$ cat config.mk
export PLATFORM = sky130hd
export DESIGN_NAME = feature_aggregator
export DESIGN_NICKNAME = d
export VERILOG_FILES = /design/src/rtl/gcn_agg_pkg.sv /design/src/rtl/beat_counter.sv /design/src/rtl/feature_aggregator.sv
export SDC_FILE = /design/constraint.sdc
export NUM_CORES = 1
export LEC_CHECK = 0
export ABC_AREA = 1
export BUFFER_PORTS_ARGS = -buffer_cell sky130_fd_sc_hd__buf_4
export CAP_MARGIN = 20
export CORE_ASPECT_RATIO = 0.9
export CORE_MARGIN = 5
export CORE_UTILIZATION = 52
export CTS_BUF_LIST = sky130_fd_sc_hd__clkbuf_8
export CTS_CLUSTER_SIZE = 10
export DETAILED_ROUTE_END_ITERATION = 8
export HOLD_SLACK_MARGIN = 0.15
export PLACE_DENSITY = 0.82
export SYNTH_ARGS = -nofsm -noshare
export SYNTH_HDL_FRONTEND = slang
export SYNTH_HIERARCHICAL = 1
export SYNTH_SLANG_ARGS = --single-unit
$ cat constraint.sdc
create_clock -name clk -period 2 [get_ports clk]
set_clock_uncertainty 0.05 [all_clocks]
set_input_delay 0.4 -clock clk [delete_from_list [all_inputs] [get_ports clk]]
set_output_delay 0.4 -clock clk [all_outputs]
set_load 0.02 [all_outputs]
$ cat src/rtl/gcn_agg_pkg.sv
// Shared types and helpers for the GCN neighbour-feature aggregation path.
package gcn_agg_pkg;

   typedef enum logic {S_EMPTY, S_ACCUM} agg_state_t;

   // Sign-extend the low w bits of v to 64 bits; callers take the slice they need.
   function automatic logic [63:0] sext(input logic [63:0] v, input int unsigned w);
      logic signed [63:0] t;
      t = $signed(v << (64 - w));
      return t >>> (64 - w);
   endfunction

endpackage

$ cat src/rtl/beat_counter.sv
// Counts accepted beats within a group; wraps after NUM_ELEMS-1, clear wins over enable.
module beat_counter #(
   parameter int NUM_ELEMS = 7,
   parameter int LEN_WIDTH = $clog2(NUM_ELEMS + 1)
) (
   input  logic                 clk,
   input  logic                 reset,
   input  logic                 enable,
   input  logic                 clear,
   output logic [LEN_WIDTH-1:0] count
);

   localparam logic [LEN_WIDTH-1:0] LAST_BEAT = LEN_WIDTH'(NUM_ELEMS - 1);

   logic [LEN_WIDTH-1:0] count_reg;

   always_ff @(posedge clk) begin
      if (reset || clear) begin
         count_reg <= '0;
      end else if (enable) begin
         count_reg <= (count_reg == LAST_BEAT) ? '0 : count_reg + LEN_WIDTH'(1);
      end
   end

   assign count = count_reg;

endmodule

$ cat src/rtl/feature_aggregator.sv
// Sums a stream of signed feature elements into groups of up to NUM_ELEMS
// and emits one registered sum plus group length per group.
module feature_aggregator
   import gcn_agg_pkg::*;
#(
   parameter int DATA_WIDTH = 8,
   parameter int NUM_ELEMS  = 7,
   parameter int LEN_WIDTH  = $clog2(NUM_ELEMS + 1),
   parameter int ACC_WIDTH  = DATA_WIDTH + LEN_WIDTH
) (
   input  logic                        clk,
   input  logic                        reset,
   input  logic                        in_valid,
   output logic                        in_ready,
   input  logic signed [DATA_WIDTH-1:0] in_data,
   input  logic                        in_last,
   output logic                        out_valid,
   input  logic                        out_ready,
   output logic signed [ACC_WIDTH-1:0] out_data,
   output logic [LEN_WIDTH-1:0]        out_len
);

   localparam logic [LEN_WIDTH-1:0] LAST_BEAT = LEN_WIDTH'(NUM_ELEMS - 1);

   agg_state_t           state_reg, state_next;
   logic [ACC_WIDTH-1:0] acc_reg;
   logic [LEN_WIDTH-1:0] cnt;
   logic                 out_valid_reg;
   logic [ACC_WIDTH-1:0] out_data_reg;
   logic [LEN_WIDTH-1:0] out_len_reg;

   logic                 in_fire;
   logic                 out_fire;
   logic                 close;
   logic [ACC_WIDTH-1:0] elem_ext;
   logic [ACC_WIDTH-1:0] sum;

   // The output register is a single-entry stage: accept only if it can drain.
   assign in_ready = !reset && (!out_valid_reg || out_ready);
   assign in_fire  = in_valid && in_ready;
   assign out_fire = out_valid_reg && out_ready;
   assign close    = in_fire && ((cnt == LAST_BEAT) || in_last);

   assign elem_ext = ACC_WIDTH'(sext({{(64 - DATA_WIDTH){1'b0}}, in_data}, DATA_WIDTH));
   assign sum      = ((state_reg == S_ACCUM) ? acc_reg : '0) + elem_ext;

   beat_counter #(
      .NUM_ELEMS (NUM_ELEMS),
      .LEN_WIDTH (LEN_WIDTH)
   ) u_beat_counter (
      .clk    (clk),
      .reset  (reset),
      .enable (in_fire),
      .clear  (close),
      .count  (cnt)
   );

   always_comb begin
      state_next = state_reg;
      if (in_fire) begin
         state_next = close ? S_EMPTY : S_ACCUM;
      end
   end

   always_ff @(posedge clk) begin
      if (reset) begin
         state_reg     <= S_EMPTY;
         acc_reg       <= '0;
         out_valid_reg <= 1'b0;
         out_data_reg  <= '0;
         out_len_reg   <= '0;
      end else begin
         state_reg <= state_next;
         if (in_fire) begin
            acc_reg <= close ? '0 : sum;
         end
         // A close in the same cycle as a drain reloads the stage instead of emptying it.
         if (close) begin
            out_valid_reg <= 1'b1;
            out_data_reg  <= sum;
            out_len_reg   <= cnt + LEN_WIDTH'(1);
         end else if (out_fire) begin
            out_valid_reg <= 1'b0;
         end
      end
   end

   assign out_valid = out_valid_reg;
   assign out_data  = $signed(out_data_reg);
   assign out_len   = out_len_reg;

endmodule

==> metrics.md, run 1 <==
| Metric | Value |
|---|---|
| First-pass GRT wire length | `7200 um` |
| Seq/Total Area, Yosys | `34.2%` |
| Synth area leader | `dfxtp_1` |
| Clock sink count | `30` |
| Relative slew slack | `75.5%` |
| Status | `finished, final reports clean` |
| Met2 Track Usage GR | `33.1%` |
| WL final | `4190 um` |
| Hold Path Depth | `4` |
| Layout Cells excl Fill | `343` |
| Area share of the largest cell type after synthesis | `34.2%` |
| Post-route DRC | `0` |
| Area of the core | `3330 um^2` |
| Leakage | `0.00118 uW` |
| Post-route ant nets | `0` |
| Worst-margin pin slew | `367 ps` |
| Final-report hold violation count | `0` |
| Startpoint Class | `flip-flop` |
| Initial antenna violation count | `0` |
| Max-slew violation count | `0` |
| HP Class | `in2reg` |
| Placed wire-length estimate | `3140 um` |
| Net count, final | `324` |
| Synthesized area per cell | `6.80 um^2` |
| Grt total ovfl | `0` |
| Depth of the most critical reg-to-reg path | `12` |
| Worst-path clk slew | `70 ps` |
| Worst IR Drop VDD | `493 uV` |
| Pwr Density | `663 nW/um^2` |
| Commonest non-fill, non-tap cell in the layout | `nand2_1` |
| Overall Global Routing Usage | `19.6%` |
| Fmax | `536 MHz` |
| Crit. End Element | `flip-flop` |
| # hold bufs at CTS | `0` |
| Setup-failing EPs final | `0` |
| Row count | `20` |
| DR iter-0 viols | `75` |
| Hold_sp | `out_ready` |
| Vias per cell | `5.02` |
| Data required, critical path | `2170 ps` |
| Largest delay share family, worst path | `adder cells` |
| Share of layout cells above drive strength 1 | `24.4%` |
| R2R Path Start | `state_reg` |
| Clk_lat worst skew | `280 ps` |
| Arr. time, crit path | `2040 ps` |
| Antenna diode count | `0` |
| Grt met1 use | `23.4%` |
| Worst path slowest cell | `fa_2` |
| Final Cell Area | `2240 um^2` |
| H-tree levels | `2` |
| CP max stage delay | `420 ps` |
| Die H | `65.1 um` |
| Vias in the first global route | `1,713` |
| Hold-critical path endpoint | `out_valid` |
| Netlist cell types | `25` |
| CP most frequent cell | `nand3_2` |
| Critical-path cell list | `nand2_1 -> inv_1 -> ha_2 -> inv_1 -> fa_2 -> inv_2 -> nand3_2 -> nand3_2 -> nand2_2 -> nand3b_1 -> nand3_2 -> a21oi_1` |
| Area Growth Syn to Fin | `27.9%` |
| Post-layout util | `67.4%` |
| Commonest cells after routing, fill and taps aside | `86 x nand2_1, 39 x buf_4, 37 x inv_1` |
| Final GP Congestion | `0.853` |
| Cell count after placement | `334` |
| Fillers | `293` |
| Die X | `71.2 um` |
| Boundary Pins | `29` |
| Netlist Area Pre-Place | `1760 um^2` |
| Synth warnings | `6` |
| Placed Area | `2060 um^2` |
| CTS max path bufs | `2` |
| Post-synthesis register bit count | `30` |
| Crit path time final | `1870 ps` |
| Drt pass-1 iters | `4` |
| Largest net degree at the start of global routing | `16` |
| Vias post-DR | `1,721` |
| Busiest grt layer | `met2` |
| Synthesized Nets | `284` |
| Buffers on Ports | `28` |
| Fin crit share | `93.3%` |
| Setup CP Type | `reg2reg` |
| Crit path max fanout | `3` |
| Routed WL per cell | `12.2 um` |
| Reg area | `603 um^2` |
| Worst r2r dst | `acc_reg[8]` |
| Reg2Reg Setup Slack | `130 ps` |
| TritonCTS clock tree | `yes` |
| Max_cap viols | `0` |
| Critical path startpoint | `state_reg` |
| Die area | `4640 um^2` |
| Number of buffers created by CTS | `5` |
| Ranking of synthesized cells by area | `dfxtp_1 34%, nand2_1 19%, ha_1 8.6%` |
| RSZ-0062 raised after global routing | `true` |
| Cells after Synth | `258` |
| Area of the multi-input gates | `1040 um^2` |
| Met3 Usage GRT | `6.88%` |
| Critical path buffers and inverters | `3` |
| Initial Util | `52.7%` |
| Root buf cell | `clkbuf_8` |
[repair_timing]
action,CTS,global route
endpoints found under the setup margin,1,9
pin swaps,0,1
resized for setup,1,18
endpoints found under the hold margin,0,0
setup buffers,0,1
[per-layer routing]
layer / share of wire, % / vias to the layer above
li1: - / 897
met1: 45 / 784
met2: 48 / 34
met3: 5.2 / 6
met4: 1.1 / 0
met5: 0 / -
[Yosys cell counts]
| cell | count |
|---|---|
| buf_4 | 2 |
| o21a_1 | 1 |
| nand2_4 | 1 |
| xor2_1 | 3 |
| ha_1 | 12 |
| fa_1 | 1 |
| a22o_1 | 4 |
| buf_2 | 1 |
| nor3_1 | 2 |
| xnor2_1 | 2 |
| nand3b_1 | 2 |
| buf_6 | 1 |
| inv_1 | 38 |
| nor2_2 | 1 |
| nor2_4 | 3 |
| a21oi_2 | 1 |
| nand4_1 | 2 |
| nand3_1 | 21 |
| nand2_1 | 89 |
| nor2_1 | 13 |
| o21ai_0 | 7 |
| clkbuf_1 | 2 |
| nand2_2 | 1 |
| dfxtp_1 | 30 |
| a21oi_1 | 18 |
[power by group]
part           switching (uW)  total (uW)  internal [uW]
Sequential               18.0         648            630
Combinational             142         244            102
Clock                     230         596            366
Total                     390        1490           1100
[how the worst max path moves through the flow]
stage            endpoint  cells after the start
4_1_cts        acc_reg[8]                     13
2_1_floorplan  acc_reg[8]                     14
5_1_grt        acc_reg[9]                     13
6_report       acc_reg[8]                     12
3_3_place_gp   acc_reg[4]                     10
3_5_place_dp   acc_reg[4]                     10
[cells by family after synthesis]
kind of cell,count (synthesis),share of synthesized area [%]
and+or+nand+nor,135,33.2
buffers and inverters,44,10.3
AOI/OAI and AO/OA,31,10.0
DFF,30,34.2
adders and majority gates,13,9.69
xor gates and xnor gates,5,2.50
[worst min-delay path, stage by stage]
cell     delay, ps
buf_4           80
inv_1           40
nand2_1         50
o21ai_0         60
[stage by stage]
stage | TNS [ps] | worst slack (ps) | total power [uW] | hold slack [ps]
final | 0 | 133 | 1490 | 343
after global routing | -55.0 | -29.4 | 1560 | 369
after CTS | 0 | 23.3 | 1480 | 349
after detailed placement | 0 | 24.4 | 893 | 396
after global placement | 0 | 59.2 | 890 | 390
after floorplan | 0 | 53.4 | 803 | 388
[area by class of cell]
| type | count | share of cell area, % |
|---|---|---|
| Clock buffer | 5 | 3.07 |
| Clock inverter | 3 | 1.78 |
| Inverter | 38 | 6.35 |
| Multi-Input combinational cell | 184 | 46.4 |
| Sequential cell | 30 | 26.9 |
| Tap cell | 44 | 2.45 |
| Timing Repair Buffer | 39 | 13.0 |
Power figures use the tool's default switching activity.
==> run 2: changes to the inputs <==
CORE_MARGIN = 2   (was 5)
SYNTH_HIERARCHICAL = not set   (was 1)
==> run 2 against run 1 <==
Synthesized cell count fell by 1.6%; area after synthesis rose by 0.64%; highest routed layer unchanged; die area decreased by 16%; power is 8.3% lower; non-clock buffer count decreased by 7; sequential power shrank 0.6%; cell area fell by 4.2%; critical endpoint unchanged; routed wire length down 1.2%; largest cell class unchanged.
==> metrics.md, run 2 <==
| Metric | Value |
|---|---|
| Synth warnings | `0` |
| Die X | `65.4 um` |
| Placed wire-length estimate | `2990 um` |
| Drt pass-1 iters | `4` |
| Met3 Usage GRT | `7.03%` |
| Cell count after placement | `324` |
| Initial antenna violation count | `0` |
| Crit. End Element | `flip-flop` |
| Fin crit share | `93.2%` |
| CTS max path bufs | `2` |
| Pwr Density | `635 nW/um^2` |
| Synthesized area per cell | `6.96 um^2` |
| CP most frequent cell | `nand2_1` |
| Final GP Congestion | `0.907` |
| Netlist cell types | `27` |
| Row count | `20` |
| Clk_lat worst skew | `280 ps` |
| Area share of the largest cell type after synthesis | `34.0%` |
| Power share of the combinational group | `16.4%` |
| Post-layout util | `65.1%` |
| Final-report hold violation count | `0` |
| WL final | `4140 um` |
| Boundary Pins | `29` |
| Commonest cells after routing, fill and taps aside | `83 x nand2_1, 37 x inv_1, 32 x buf_4` |
| Reg area | `601 um^2` |
| Crit path time final | `1860 ps` |
| Seq/Total Area, Yosys | `34.0%` |
| Placed Area | `2020 um^2` |
| Max-slew violation count | `0` |
| Area of the multi-input gates | `1010 um^2` |
| Worst-margin pin slew | `256 ps` |
| Commonest cells in the netlist | `85 x nand2_1, 36 x inv_1, 30 x dfxtp_1` |
| Most used flip-flop cell after synthesis | `dfxtp_1` |
| Largest net degree at the start of global routing | `17` |
| Relative slew slack | `82.8%` |
| Root buf cell | `clkbuf_8` |
| Worst IR Drop VDD | `426 uV` |
| TritonCTS clock tree | `yes` |
| Commonest non-fill, non-tap cell in the layout | `nand2_1` |
| Synth area leader | `dfxtp_1` |
| Post-route setup TNS | `0 ps` |
| Fin Hold WS | `339 ps` |
| Post-synthesis register bit count | `30` |
| Sw power | `377 uW` |
| Post-route ant nets | `0` |
| Critical-path cell list | `nand2_1 -> inv_1 -> ha_1 -> inv_1 -> fa_2 -> inv_1 -> nand3_1 -> nand3_1 -> nand2_1 -> nand2_1 -> nand2_1 -> nand3_1 -> a21oi_1` |
| Antenna diode count | `0` |
| Vias per cell | `5.14` |
| Buffers on Ports | `28` |
| Fillers | `319` |
| Number of buffers created by CTS | `5` |
| Netlist Area Pre-Place | `1770 um^2` |
| Met2 Track Usage GR | `40.4%` |
| Ys async rst share | `0%` |
| Initial Util | `53.5%` |
| Vias post-DR | `1,706` |
| DR iter-0 viols | `164` |
| Die H | `59.3 um` |
| Routed WL per cell | `12.5 um` |
| Die area | `3880 um^2` |
| Cells after Synth | `254` |
| Grt met1 use | `29.8%` |
| Overall Global Routing Usage | `23.8%` |
| Worst path slowest cell | `fa_2` |
| HP Class | `in2reg` |
| Post-CTS Repair Setup Buffers | `0` |
| Setup-failing EPs final | `0` |
| Leakage | `0.00115 uW` |
| Startpoint Class | `flip-flop` |
| Max_cap viols | `0` |
| Depth of the most critical reg-to-reg path | `13` |
| Status | `finished, final reports clean` |
| Ranking of synthesized cells by area | `dfxtp_1 34%, nand2_1 18%, ha_1 9.2%` |
| Layout Cells excl Fill | `332` |
| Grt total ovfl | `0` |
| Cell with the most instances after synthesis | `nand2_1` |
| Synthesized Nets | `281` |
| Sw Ratio | `27.6%` |
| Share of layout cells above drive strength 1 | `20.1%` |
| Power share of the clock group | `36.4%` |
| Clock sink count | `30` |
| First-pass GRT wire length | `6800 um` |
| Arr. time, crit path | `1980 ps` |
| Worst-path clk slew | `60 ps` |
| Post-route DRC | `0` |
| Fmax | `537 MHz` |
| Busiest grt layer | `met2` |
| Sequential Power Share | `47.2%` |
| Hold Path Depth | `4` |
| Final Cell Area | `2150 um^2` |
| Area of the core | `3300 um^2` |
| Area Growth Syn to Fin | `21.7%` |
| Data required, critical path | `2120 ps` |
| EDFF count, synth | `0` |
| RSZ-0062 raised after global routing | `true` |
| Setup CP Type | `reg2reg` |
| Vias in the first global route | `1,526` |
| H-tree levels | `2` |
| Int Pwr | `988 uW` |
| CP max stage delay | `380 ps` |
| Net count, final | `314` |
| Crit path max fanout | `3` |
-- run 2: worst paths after layout --
kind | startpoint | to | slack, ps
worst max register to register | state_reg | acc_reg[8] | 140
worst min register to register | out_data[9] | out_data[9] | 400
worst min-delay path | out_ready | out_valid | 340
worst max-delay path | state_reg | acc_reg[8] | 140
-- run 2: cell families after synthesis --
logic type               Yosys count  synth area share (%)
buffers and inverters             45                  11.0
flip-flops                        30                  34.0
AO/OA/AOI/OAI                     31                  10.1
XOR/XNOR                           5                  2.48
AND/OR/NAND/NOR                  129                  32.1
adder cells (fa/ha/maj)           14                  10.3
-- run 2: timing repair --
item / CTS / global route
resized for setup: 0 / 10
hold buffers: 0 / 0
setup endpoints to repair: 0 / 9
hold endpoints to repair: 0 / 0
-- run 2: layout make-up --
| type | instances | area share (%) |
|---|---|---|
| inverters | 39 | 7.04 |
| repair buffers | 32 | 11.2 |
| multi-input cells | 179 | 47.0 |
| well taps | 44 | 2.56 |
| clock inverters | 2 | 0.407 |
| clock buffers | 6 | 3.84 |
| flip-flops and latches | 30 | 27.9 |
-- run 2: metal layers --
layer	up-vias	share of wire, %
li1	873	-
met1	781	45
met2	47	48
met3	5	5.3
met4	0	1.0
met5	-	0
-- run 2: power by group through the flow --
stage                     logic, uW  registers (uW)  clock network, uW
final                           224             644                497
after global routing            246             646                538
after CTS                       218             643                509
after detailed placement        217             656                  0
after global placement          213             655                  0
after floorplan                 119             673                  0
-- run 2: through the flow --
step / setup slack, ps / total power (uW)
after floorplan: 52.9 / 792
after global placement: 117 / 868
after detailed placement: 63.4 / 873
after CTS: 61.2 / 1370
after global routing: -6.89 / 1430
final: 136 / 1360
-- run 2: critical path, delay by kind of cell, from the launching register on --
kind	cells	cell delay (ps)
fa+ha+maj	2	540
simple gates	7	520
flops	1	360
buf+inv	3	220
compound gates	1	60
